===== config.mk =====
export PLATFORM = sky130hd
export DESIGN_NAME = guvm_wb_stim_slave
export DESIGN_NICKNAME = d
export VERILOG_FILES = /design/src/rtl/guvm_wb_stim_slave.sv
export SDC_FILE = /design/constraint.sdc
export NUM_CORES = 1
export LEC_CHECK = 0
export CAP_MARGIN = 10
export CORE_MARGIN = 4
export CORE_UTILIZATION = 30
export CTS_CLUSTER_DIAMETER = 100
export DETAILED_ROUTE_END_ITERATION = 7
export RECOVER_POWER = 100
export SLEW_MARGIN = 30
export SYNTH_ARGS = -nofsm -noshare
export SYNTH_HDL_FRONTEND = slang
export SYNTH_SLANG_ARGS = --single-unit

===== constraint.sdc =====
create_clock -name i_clk -period 36.3 [get_ports i_clk]
set_input_delay 10.89 -clock i_clk [delete_from_list [all_inputs] [get_ports i_clk]]
set_output_delay 10.89 -clock i_clk [all_outputs]
set_load 0.01 [all_outputs]

===== src/rtl/guvm_wb_stim_slave.sv =====
// Wishbone classic slave: reads drain an instruction FIFO into an address-selected lane, writes fill a capture FIFO.
// Optional error injection is built in when GUVM_WB_ERR_INJECT_EN is defined.
module guvm_wb_stim_slave #(
  parameter int DATA_W = 128,
  parameter int ADR_W  = 32,
  parameter int INST_W = 32,
  parameter int DEPTH  = 8,
  parameter int WAIT   = 0,
  parameter logic [INST_W-1:0] FILL = 32'hF0081003
) (
  input  logic                      i_clk,
  input  logic                      i_rst,
  input  logic                      i_wb_cyc,
  input  logic                      i_wb_stb,
  input  logic                      i_wb_we,
  input  logic [ADR_W-1:0]          i_wb_adr,
  input  logic [DATA_W/8-1:0]       i_wb_sel,
  input  logic [DATA_W-1:0]         i_wb_dat,
  output logic [DATA_W-1:0]         o_wb_dat,
  output logic                      o_wb_ack,
  output logic                      o_wb_err,
  input  logic                      i_inst_valid,
  output logic                      o_inst_ready,
  input  logic [INST_W-1:0]         i_inst,
  output logic                      o_cap_valid,
  input  logic                      i_cap_ready,
  output logic [ADR_W-1:0]          o_cap_adr,
  output logic [DATA_W/8-1:0]       o_cap_sel,
  output logic [DATA_W-1:0]         o_cap_dat,
  output logic [$clog2(DEPTH):0]    o_inst_count,
  output logic                      o_overflow
`ifdef GUVM_WB_ERR_INJECT_EN
  ,
  input  logic                      i_inj_arm,
  input  logic [ADR_W-1:0]          i_inj_adr
`endif
);

  localparam int SW    = DATA_W / 8;
  localparam int PW    = $clog2(DEPTH);
  localparam int CW    = PW + 1;
  localparam int LANES = DATA_W / INST_W;
  localparam int LW    = (LANES > 1) ? $clog2(LANES) : 1;
  localparam int CAPW  = ADR_W + SW + DATA_W;

  typedef enum logic [1:0] {S_IDLE, S_WAIT, S_ACK} state_t;

  state_t     state_q, state_d;
  logic [3:0] cnt_q, cnt_d;
  logic       ack_q, ack_d, err_q, err_d;
  logic       req, inj_hit, rd_ack, wr_ack;

  assign req    = i_wb_cyc & i_wb_stb;
  assign rd_ack = ack_q & ~i_wb_we;
  assign wr_ack = ack_q & i_wb_we;

  always_comb begin
    state_d = state_q;
    cnt_d   = cnt_q;
    ack_d   = 1'b0;
    err_d   = 1'b0;
    unique case (state_q)
      S_IDLE: begin
        if (req) begin
          if (WAIT == 0) begin
            state_d = S_ACK;
            ack_d   = ~inj_hit;
            err_d   = inj_hit;
          end else begin
            state_d = S_WAIT;
            cnt_d   = 4'(WAIT - 1);
          end
        end
      end
      S_WAIT: begin
        if (!req) begin
          state_d = S_IDLE;
        end else if (cnt_q == 4'd0) begin
          state_d = S_ACK;
          ack_d   = ~inj_hit;
          err_d   = inj_hit;
        end else begin
          cnt_d = cnt_q - 4'd1;
        end
      end
      S_ACK:   state_d = S_IDLE;
      default: state_d = S_IDLE;
    endcase
  end

  always_ff @(posedge i_clk) begin
    if (i_rst) begin
      state_q <= S_IDLE;
      cnt_q   <= 4'd0;
      ack_q   <= 1'b0;
      err_q   <= 1'b0;
    end else begin
      state_q <= state_d;
      cnt_q   <= cnt_d;
      ack_q   <= ack_d;
      err_q   <= err_d;
    end
  end

  assign o_wb_ack = ack_q;
  assign o_wb_err = err_q;

  // Instruction FIFO: driver pushes, read acks pop the head.
  logic [INST_W-1:0] inst_mem [DEPTH];
  logic [PW-1:0]     inst_wp_q, inst_wp_d, inst_rp_q, inst_rp_d;
  logic [CW-1:0]     inst_cnt_q, inst_cnt_d;
  logic              inst_full, inst_empty, inst_push, inst_pop;

  assign inst_full  = (inst_cnt_q == CW'(DEPTH));
  assign inst_empty = (inst_cnt_q == '0);
  assign inst_push  = i_inst_valid & ~inst_full;
  assign inst_pop   = rd_ack & ~inst_empty;

  always_comb begin
    inst_wp_d  = inst_wp_q + PW'(inst_push);
    inst_rp_d  = inst_rp_q + PW'(inst_pop);
    inst_cnt_d = inst_cnt_q + CW'(inst_push) - CW'(inst_pop);
  end

  always_ff @(posedge i_clk) begin
    if (inst_push) inst_mem[inst_wp_q] <= i_inst;
  end

  assign o_inst_ready = ~inst_full;
  assign o_inst_count = inst_cnt_q;

  // Read data: head word in the addressed lane, FILL elsewhere; zero outside the read ack.
  logic [LW-1:0]     lane_idx;
  logic [DATA_W-1:0] rd_data;

  if (LANES > 1) begin : g_lane_sel
    assign lane_idx = i_wb_adr[$clog2(DATA_W/8)-1 -: LW];
  end else begin : g_lane_one
    assign lane_idx = '0;
  end

  for (genvar gi = 0; gi < LANES; gi++) begin : g_lane
    assign rd_data[gi*INST_W +: INST_W] =
      (!inst_empty && lane_idx == LW'(gi)) ? inst_mem[inst_rp_q] : FILL;
  end

  assign o_wb_dat = rd_ack ? rd_data : '0;

  // Capture FIFO: show-ahead, write acks push, full writes are dropped and flagged.
  logic [CAPW-1:0] cap_mem [DEPTH];
  logic [PW-1:0]   cap_wp_q, cap_wp_d, cap_rp_q, cap_rp_d;
  logic [CW-1:0]   cap_cnt_q, cap_cnt_d;
  logic            cap_full, cap_push, cap_pop, overflow_q, overflow_d;

  assign cap_full    = (cap_cnt_q == CW'(DEPTH));
  assign o_cap_valid = (cap_cnt_q != '0);
  assign cap_push    = wr_ack & ~cap_full;
  assign cap_pop     = o_cap_valid & i_cap_ready;

  always_comb begin
    cap_wp_d   = cap_wp_q + PW'(cap_push);
    cap_rp_d   = cap_rp_q + PW'(cap_pop);
    cap_cnt_d  = cap_cnt_q + CW'(cap_push) - CW'(cap_pop);
    overflow_d = overflow_q | (wr_ack & cap_full);
  end

  always_ff @(posedge i_clk) begin
    if (cap_push) cap_mem[cap_wp_q] <= {i_wb_adr, i_wb_sel, i_wb_dat};
  end

  assign {o_cap_adr, o_cap_sel, o_cap_dat} = cap_mem[cap_rp_q];
  assign o_overflow = overflow_q;

  always_ff @(posedge i_clk) begin
    if (i_rst) begin
      inst_wp_q  <= '0;
      inst_rp_q  <= '0;
      inst_cnt_q <= '0;
      cap_wp_q   <= '0;
      cap_rp_q   <= '0;
      cap_cnt_q  <= '0;
      overflow_q <= 1'b0;
    end else begin
      inst_wp_q  <= inst_wp_d;
      inst_rp_q  <= inst_rp_d;
      inst_cnt_q <= inst_cnt_d;
      cap_wp_q   <= cap_wp_d;
      cap_rp_q   <= cap_rp_d;
      cap_cnt_q  <= cap_cnt_d;
      overflow_q <= overflow_d;
    end
  end

`ifdef GUVM_WB_ERR_INJECT_EN
  logic             armed_q, armed_d;
  logic [ADR_W-1:0] inj_adr_q, inj_adr_d;

  assign inj_hit = armed_q & (i_wb_adr == inj_adr_q);

  // A fresh arm pulse wins over the clear from the error it may coincide with.
  always_comb begin
    armed_d   = armed_q;
    inj_adr_d = inj_adr_q;
    if (err_q) armed_d = 1'b0;
    if (i_inj_arm) begin
      armed_d   = 1'b1;
      inj_adr_d = i_inj_adr;
    end
  end

  always_ff @(posedge i_clk) begin
    if (i_rst) begin
      armed_q   <= 1'b0;
      inj_adr_q <= '0;
    end else begin
      armed_q   <= armed_d;
      inj_adr_q <= inj_adr_d;
    end
  end
`else
  assign inj_hit = 1'b0;
`endif

endmodule

## Yosys cells after proc, flatten, opt, wreduce, memory -nomap -nowiden

Memory sizes are Yosys's and may differ from the RTL's. A register that Yosys moved wholly into a read port is not among the register bits.
Index checks and enable logic that the tools add are counted.

- Bits in registers: 28
- Bits in writable memories: 1664
- Output and inout port bits: 313
- Logic and storage cells: 74
- Memories: 2

- $add $sub $neg: 9
- Equality and inequality tests: 8
- Multiplexer cells: 19
- Bitwise logic cells: 14
- Reduce and logical (&&, ||, !) cells: 12

Memories:

| name | words | width | rd ports | clocked after Yosys merged registers in | write ports | RTL line | source |
|---|---|---|---|---|---|---|---|
| cap_mem | 8 | 176 | 1 | 1 | 1 | 150 | `logic [CAPW-1:0] cap_mem [DEPTH];` |
| inst_mem | 8 | 32 | 1 | 1 | 1 | 109 | `logic [INST_W-1:0] inst_mem [DEPTH];` |

Operators by type and width:

| operator | number |
|---|---|
| 128-bit two-way mux | 1 |
| 32-bit two-way mux | 4 |
| 3-bit by 1-bit adder with 3-bit output | 4 |
| 4-bit by 1-bit adder with 4-bit output | 2 |
| 1-bit bitwise AND | 8 |
| 4-bit == test, second input constant | 2 |
| 4-bit logical NOT | 2 |
| 4-bit by 1-bit subtractor with 4-bit output | 2 |
| 1-bit two-way mux | 7 |
| 2-bit two-way mux | 3 |
| 3-bit two-way mux | 2 |
| 1-bit inverter | 5 |
| 2-bit by 1-bit == test with 1-bit output, second input constant | 2 |
| 2-bit == test, second input constant | 2 |
| 1-bit logical AND | 4 |
| 2-bit logical NOT | 2 |
| 2-bit case mux with 2 select lines | 1 |
| 4-bit nonzero test | 1 |
| 4-bit by 1-bit subtractor with 4-bit output, second input constant | 1 |
| 3-bit inequality test, second input constant | 1 |
| 3-bit AND reduction | 1 |
| 2-bit inequality test, second input constant | 1 |
| 1-bit case mux with 2 select lines | 1 |
| 2-bit AND reduction | 1 |
| 2 further kinds | 2 |

## Longest topological paths before layout

- Word-level depth: 5
- Mapped depth: 11
- Depth with buffers taken out: 11

## Least setup slack after synthesis

No wires, ideal clock.

- Path kind: input -> register
- Start: input port i_wb_we
- End: memory cap_mem[0][0] (netlist bit), enable pin
- Library setup time: 0.928 ns
- Data arrival time: 23.194 ns
- Slack: 12.178 ns
- Cell stages on the path: 4
- Path through: nand2_1 > a21oi_1 > nand2b_1 > nor3_1

- Word-level cells in the longest chain between the ends: 4

Ends and longest elaborated chain:

| item | RTL line | source |
|---|---|---|
| start: declaration | 15 | `input logic i_wb_we,` |
| 1-bit bitwise AND | 55 | `assign wr_ack = ack_q & i_wb_we;` |
| 1-bit bitwise AND | 157 | `assign cap_push = wr_ack & ~cap_full;` |
| 1-bit two-way mux | 168 | `if (cap_push) cap_mem[cap_wp_q] <= {i_wb_adr, i_wb_sel, i_wb_dat};` |
| 1-bit two-way mux (not written as such) | 168 |  |
| end: declaration | 150 |  |

Every way passes these cells.

==> flow_results.xml <==
<?xml version="1.0" encoding="UTF-8"?>
<metrics>
  <group name="clocking">
    <metric name="clkLatencyLatePin" unit="ns">0.80</metric>
    <metric name="cts.repair.resized" unit="">0</metric>
    <metric name="htree_levels" unit="">4</metric>
    <metric name="holdBufCountCts" unit="">0</metric>
    <metric name="postCtsSetupRepairBufs" unit="">0</metric>
    <metric name="max_buffers_root_to_sink" unit="">3</metric>
    <metric name="clock_sinks" unit="">1687</metric>
    <metric name="path_clk_slew" unit="ns">0.06</metric>
    <metric name="cts-buffers-inserted" unit="">171</metric>
    <metric name="ctsRootBufferMaster" unit="">clkbuf_16</metric>
    <metric name="cts_tree" unit="">done</metric>
  </group>
  <group name="critical_path">
    <metric name="req_time_crit_path" unit="ns">25.41</metric>
    <metric name="r2r_cells" unit="">6</metric>
    <metric name="regToRegStartpoint" unit="">cap_cnt_q[2]</metric>
    <metric name="critPathMostFrequentCell" unit="">clkbuf_1</metric>
    <metric name="timing.critical_path.arrival" unit="ns">14.68</metric>
    <metric name="critical-path-top-delay-family" unit="">buffers and inverters</metric>
    <metric name="ff2ff_setup_slack" unit="ns">27.53</metric>
    <metric name="timing.critical_path.slowest_stage_cell" unit="">clkbuf_1</metric>
    <metric name="path_class" unit="">reg -&gt; out</metric>
    <metric name="rr_endpoint" unit="">cap_mem[3][91]</metric>
    <metric name="cpPeakStageDelay" unit="ns">4.27</metric>
    <metric name="critical_path_peak_fanout" unit="">69</metric>
    <metric name="timing.critical_path.cells" unit="">clkbuf_1 &gt; clkbuf_1 &gt; clkbuf_1 &gt; mux4_2 &gt; mux2_2 &gt; dlygate4sd3_1</metric>
    <metric name="critical_path.n_buffers_inverters" unit="">4</metric>
    <metric name="cp-start-kind" unit="">register</metric>
    <metric name="end_kind" unit="">output port</metric>
  </group>
  <group name="route">
    <metric name="route.vias.total" unit="">29800</metric>
    <metric name="via_per_inst" unit="">4.71</metric>
    <metric name="postRouteAntennaNets" unit="">0</metric>
    <metric name="routed_wire_length_per_instance" unit="um">23.2</metric>
    <metric name="dr.first_iter.drc_count" unit="">2137</metric>
    <metric name="totalWireLength" unit="mm">146</metric>
    <metric name="drt_drc_violations_left" unit="">0</metric>
    <metric name="drt_first_pass_iters" unit="">7</metric>
  </group>
  <group name="finish">
    <metric name="instances_no_fill" unit="">6322</metric>
    <metric name="fill_cells" unit="">19300</metric>
    <metric name="final_net_count" unit="">3578</metric>
    <metric name="drive_above_1_share" unit="">0.244</metric>
    <metric name="synthToLayoutAreaGrowth" unit="%">21.6</metric>
  </group>
  <group name="logic_synthesis">
    <metric name="ys_dominant_reg_cell" unit="">edfxtp_1</metric>
    <metric name="synth-adder-area-share" unit="">0.00414</metric>
    <metric name="muxShareOfSynthArea" unit="">0.180</metric>
    <metric name="netlist_instances" unit="">2722</metric>
    <metric name="synthesis.nets" unit="">2957</metric>
    <metric name="synth_enable_flop_cells" unit="">1664</metric>
    <metric name="compound_gate_fraction_of_synth_area" unit="">0.00513</metric>
    <metric name="yosysTopAreaCell" unit="">edfxtp_1</metric>
    <metric name="ys_top_cells_by_area" unit="">edfxtp_1, mux4_2, mux2_2</metric>
    <metric name="mapped_cell_area" unit="sq um">64100</metric>
    <metric name="ys_seq_area_frac" unit="">0.786</metric>
    <metric name="post_synth.cell_area_avg" unit="sq um">23.6</metric>
    <metric name="combinational_family_with_the_most_area_after_synthesis" unit="">multiplexers</metric>
    <metric name="synth_warnings" unit="">0</metric>
    <metric name="synthSimpleGateAreaFrac" unit="">0.0118</metric>
    <metric name="count_of_different_cell_masters_after_synthesis" unit="">35</metric>
    <metric name="synth-xor-area-share" unit="">0.00123</metric>
    <metric name="synth_top_cell_area_share" unit="">0.779</metric>
    <metric name="yosys_register_bits" unit="">1687</metric>
    <metric name="async_s_r_ff_share_synth" unit="">0</metric>
  </group>
  <group name="timing">
    <metric name="final_tns_setup" unit="ns">0</metric>
    <metric name="clock.fmax" unit="MHz">39.1</metric>
    <metric name="final.min_clock_period" unit="ns">25.57</metric>
    <metric name="final-max-slew-violation-count" unit="">2022</metric>
    <metric name="worst_slew_pin_slew" unit="ns">7.83</metric>
    <metric name="unrepaired_setup_endpoints_after_global_routing" unit="">no</metric>
    <metric name="maxSlewHeadroom" unit="">-4.22</metric>
    <metric name="layout_worst_path_cycle_share" unit="">0.704</metric>
    <metric name="timing_hold_violations_final" unit="">0</metric>
    <metric name="clock-skew-final" unit="ns">0.0441</metric>
    <metric name="setup_viol" unit="">0</metric>
  </group>
  <group name="floorplanning">
    <metric name="die_height" unit="um">470</metric>
    <metric name="io_pins" unit="">528</metric>
    <metric name="die_x" unit="um">470</metric>
    <metric name="floorplan.die_area" unit="sq um">221000</metric>
    <metric name="core_region_area" unit="sq um">212000</metric>
    <metric name="placement_rows" unit="">169</metric>
    <metric name="initial_core_util" unit="">0.302</metric>
  </group>
  <group name="placement">
    <metric name="placedCellCount" unit="">5989</metric>
    <metric name="gpl.final_weighted_congestion" unit="">0.779</metric>
    <metric name="detailed_place_hpwl" unit="mm">85.5</metric>
    <metric name="port_buffers" unit="">526</metric>
  </group>
  <group name="global_routing">
    <metric name="grt-ovfl-total" unit="">0</metric>
    <metric name="grt_pass1_vias" unit="">31700</metric>
    <metric name="grt_first_pass_wirelength" unit="mm">218</metric>
    <metric name="total_global_route_track_usage" unit="">0.131</metric>
    <metric name="pin_count_of_the_biggest_net_entering_global_routing" unit="">100</metric>
    <metric name="antenna_found_initial" unit="">74</metric>
  </group>
  <group name="power_and_ir_drop">
    <metric name="power-per-cell-area" unit="nW/um^2">61.0</metric>
    <metric name="worst_ir_drop_vdd" unit="mV">0.0442</metric>
    <metric name="static-leakage-power" unit="nW">24.0</metric>
  </group>
  <group name="hold_path">
    <metric name="min_from" unit="">state_q[1]</metric>
    <metric name="min_delay_worst_endpoint" unit="">o_wb_ack</metric>
    <metric name="min_path_cells" unit="">1</metric>
    <metric name="timing.hold.worst.class" unit="">reg -&gt; reg</metric>
  </group>
  <group name="status">
    <metric name="outcome" unit="">complete, but fails checks</metric>
    <metric name="violations" unit="">max-capacitance violations, max-slew violations</metric>
  </group>
  <group name="job">
    <metric name="cap_violations" unit="">46</metric>
  </group>
</metrics>
==> per-layer routing <==
metal,up-vias,track usage,share of wire
li1,12700,-,-
met1,15800,0.175,0.43
met2,896,0.213,0.48
met3,299,0.0344,0.062
met4,38,0.0360,0.025
met5,-,0,0.0016
==> layout make-up <==
class	count	area (sq um)	area share
antenna	20	50.0	0.000642
clock buffer	222	4540	0.0582
clock inverter	89	825	0.0106
inverter	12	45.0	0.000578
multi-input combinational	888	13000	0.167
sequential	1687	50400	0.647
tap	2821	3530	0.0453
timing repair buffer	583	5550	0.0712
==> registers in the layout, summed over array words and instances (netlist names) <==
register / count
cap_rp_q: 3
cap_wp_q: 3
inst_wp_q: 3
cap_mem: 1408
inst_mem: 256
o_inst_count: 4
o_overflow: 1
state_q: 1
inst_rp_q: 3
cap_cnt_q: 4
o_wb_ack: 1
==> worst reg2reg max path: cells and delay by family, from the launching register on <==
| family | cells | cell delay [ns] |
|---|---|---|
| buffers and inverters | 2 | 5.12 |
| AND/OR/NAND/NOR | 2 | 1.76 |
| AO/OA/AOI/OAI | 1 | 0.40 |
| flip-flops | 1 | 0.30 |
| adder cells (fa/ha/maj) | 1 | 0.28 |
==> metrics by stage <==
stage / hold WS, ns / power (mW) / util / setup slack, ns / area, sq um
after floorplan: 0.400 / 2.80 / - / 12.18 / 64100
after global routing: 0.430 / 4.97 / 0.367 / 8.16 / 78000
after detailed placement: 0.411 / 3.15 / 0.344 / 11.38 / 72900
final: 0.408 / 4.76 / 0.367 / 10.73 / 78000
after global placement: 0.410 / 3.15 / 0.343 / 11.48 / 72900
after CTS: 0.413 / 4.84 / 0.369 / 11.39 / 78300
==> logic make-up (layout without fill, tap and decap cells) <==
kind of cell	after synthesis	count (layout)
AO/OA/AOI/OAI	54	54
flip-flops	1687	1687
adder cells (fa/ha/maj)	20	20
buffers and inverters	147	906
other	1	21
AND/OR/NAND/NOR	172	172
multiplexers	632	632
XOR/XNOR	9	9
==> layout by cell type (no fill, tap or decap), types with 4 or more instances in the layout <==
cell type           n
edfxtp_1         1664
dlygate4sd3_1     512
mux4_2            400
mux2_2            192
clkbuf_16         173
nor2_1            117
clkbuf_1           91
mux2i_1            40
a21oi_1            35
clkinv_1           35
clkinv_2           26
diode_2            20
dfxtp_1            19
ha_1               18
nand2_1            14
clkdlybuf4s50_1    13
inv_1              12
nor2b_1            11
buf_4               8
nand2b_1            7
nor3_1              7
bufinv_16           7
o22ai_1             6
a221o_1             6
xnor2_1             6
nor2_2              5
clkinv_16           5
inv_6               5
dfxtp_4             4
clkinv_8            4
==> power by group <==
group	internal (mW)	switching (mW)
combinational	0.486	0.408
sequential	2.17	0.0194
clock	0.941	0.733
total	3.60	1.16
==> cells in the mapped netlist (all sizes together), types with 12 or more instances <==
library cell,n
a21oi,35
mux4,400
nand2,14
dfxtp,23
mux2,192
ha,18
inv,12
nor2,123
mux2i,40
clkbuf,54
buf,81
edfxtp,1664
==> worst max path at each step <==
stage / start / cells past startpoint / to
floorplan: i_wb_we / 4 / cap_mem[0][0]
global placement: i_wb_adr[3] / 5 / o_wb_dat[70]
detailed placement: i_wb_adr[3] / 5 / o_wb_dat[82]
CTS: i_wb_adr[3] / 5 / o_wb_dat[74]
global route: cap_rp_q[0] / 6 / o_cap_dat[61]
finish: cap_rp_q[0] / 6 / o_cap_dat[100]
Power figures use the tool's default switching activity.
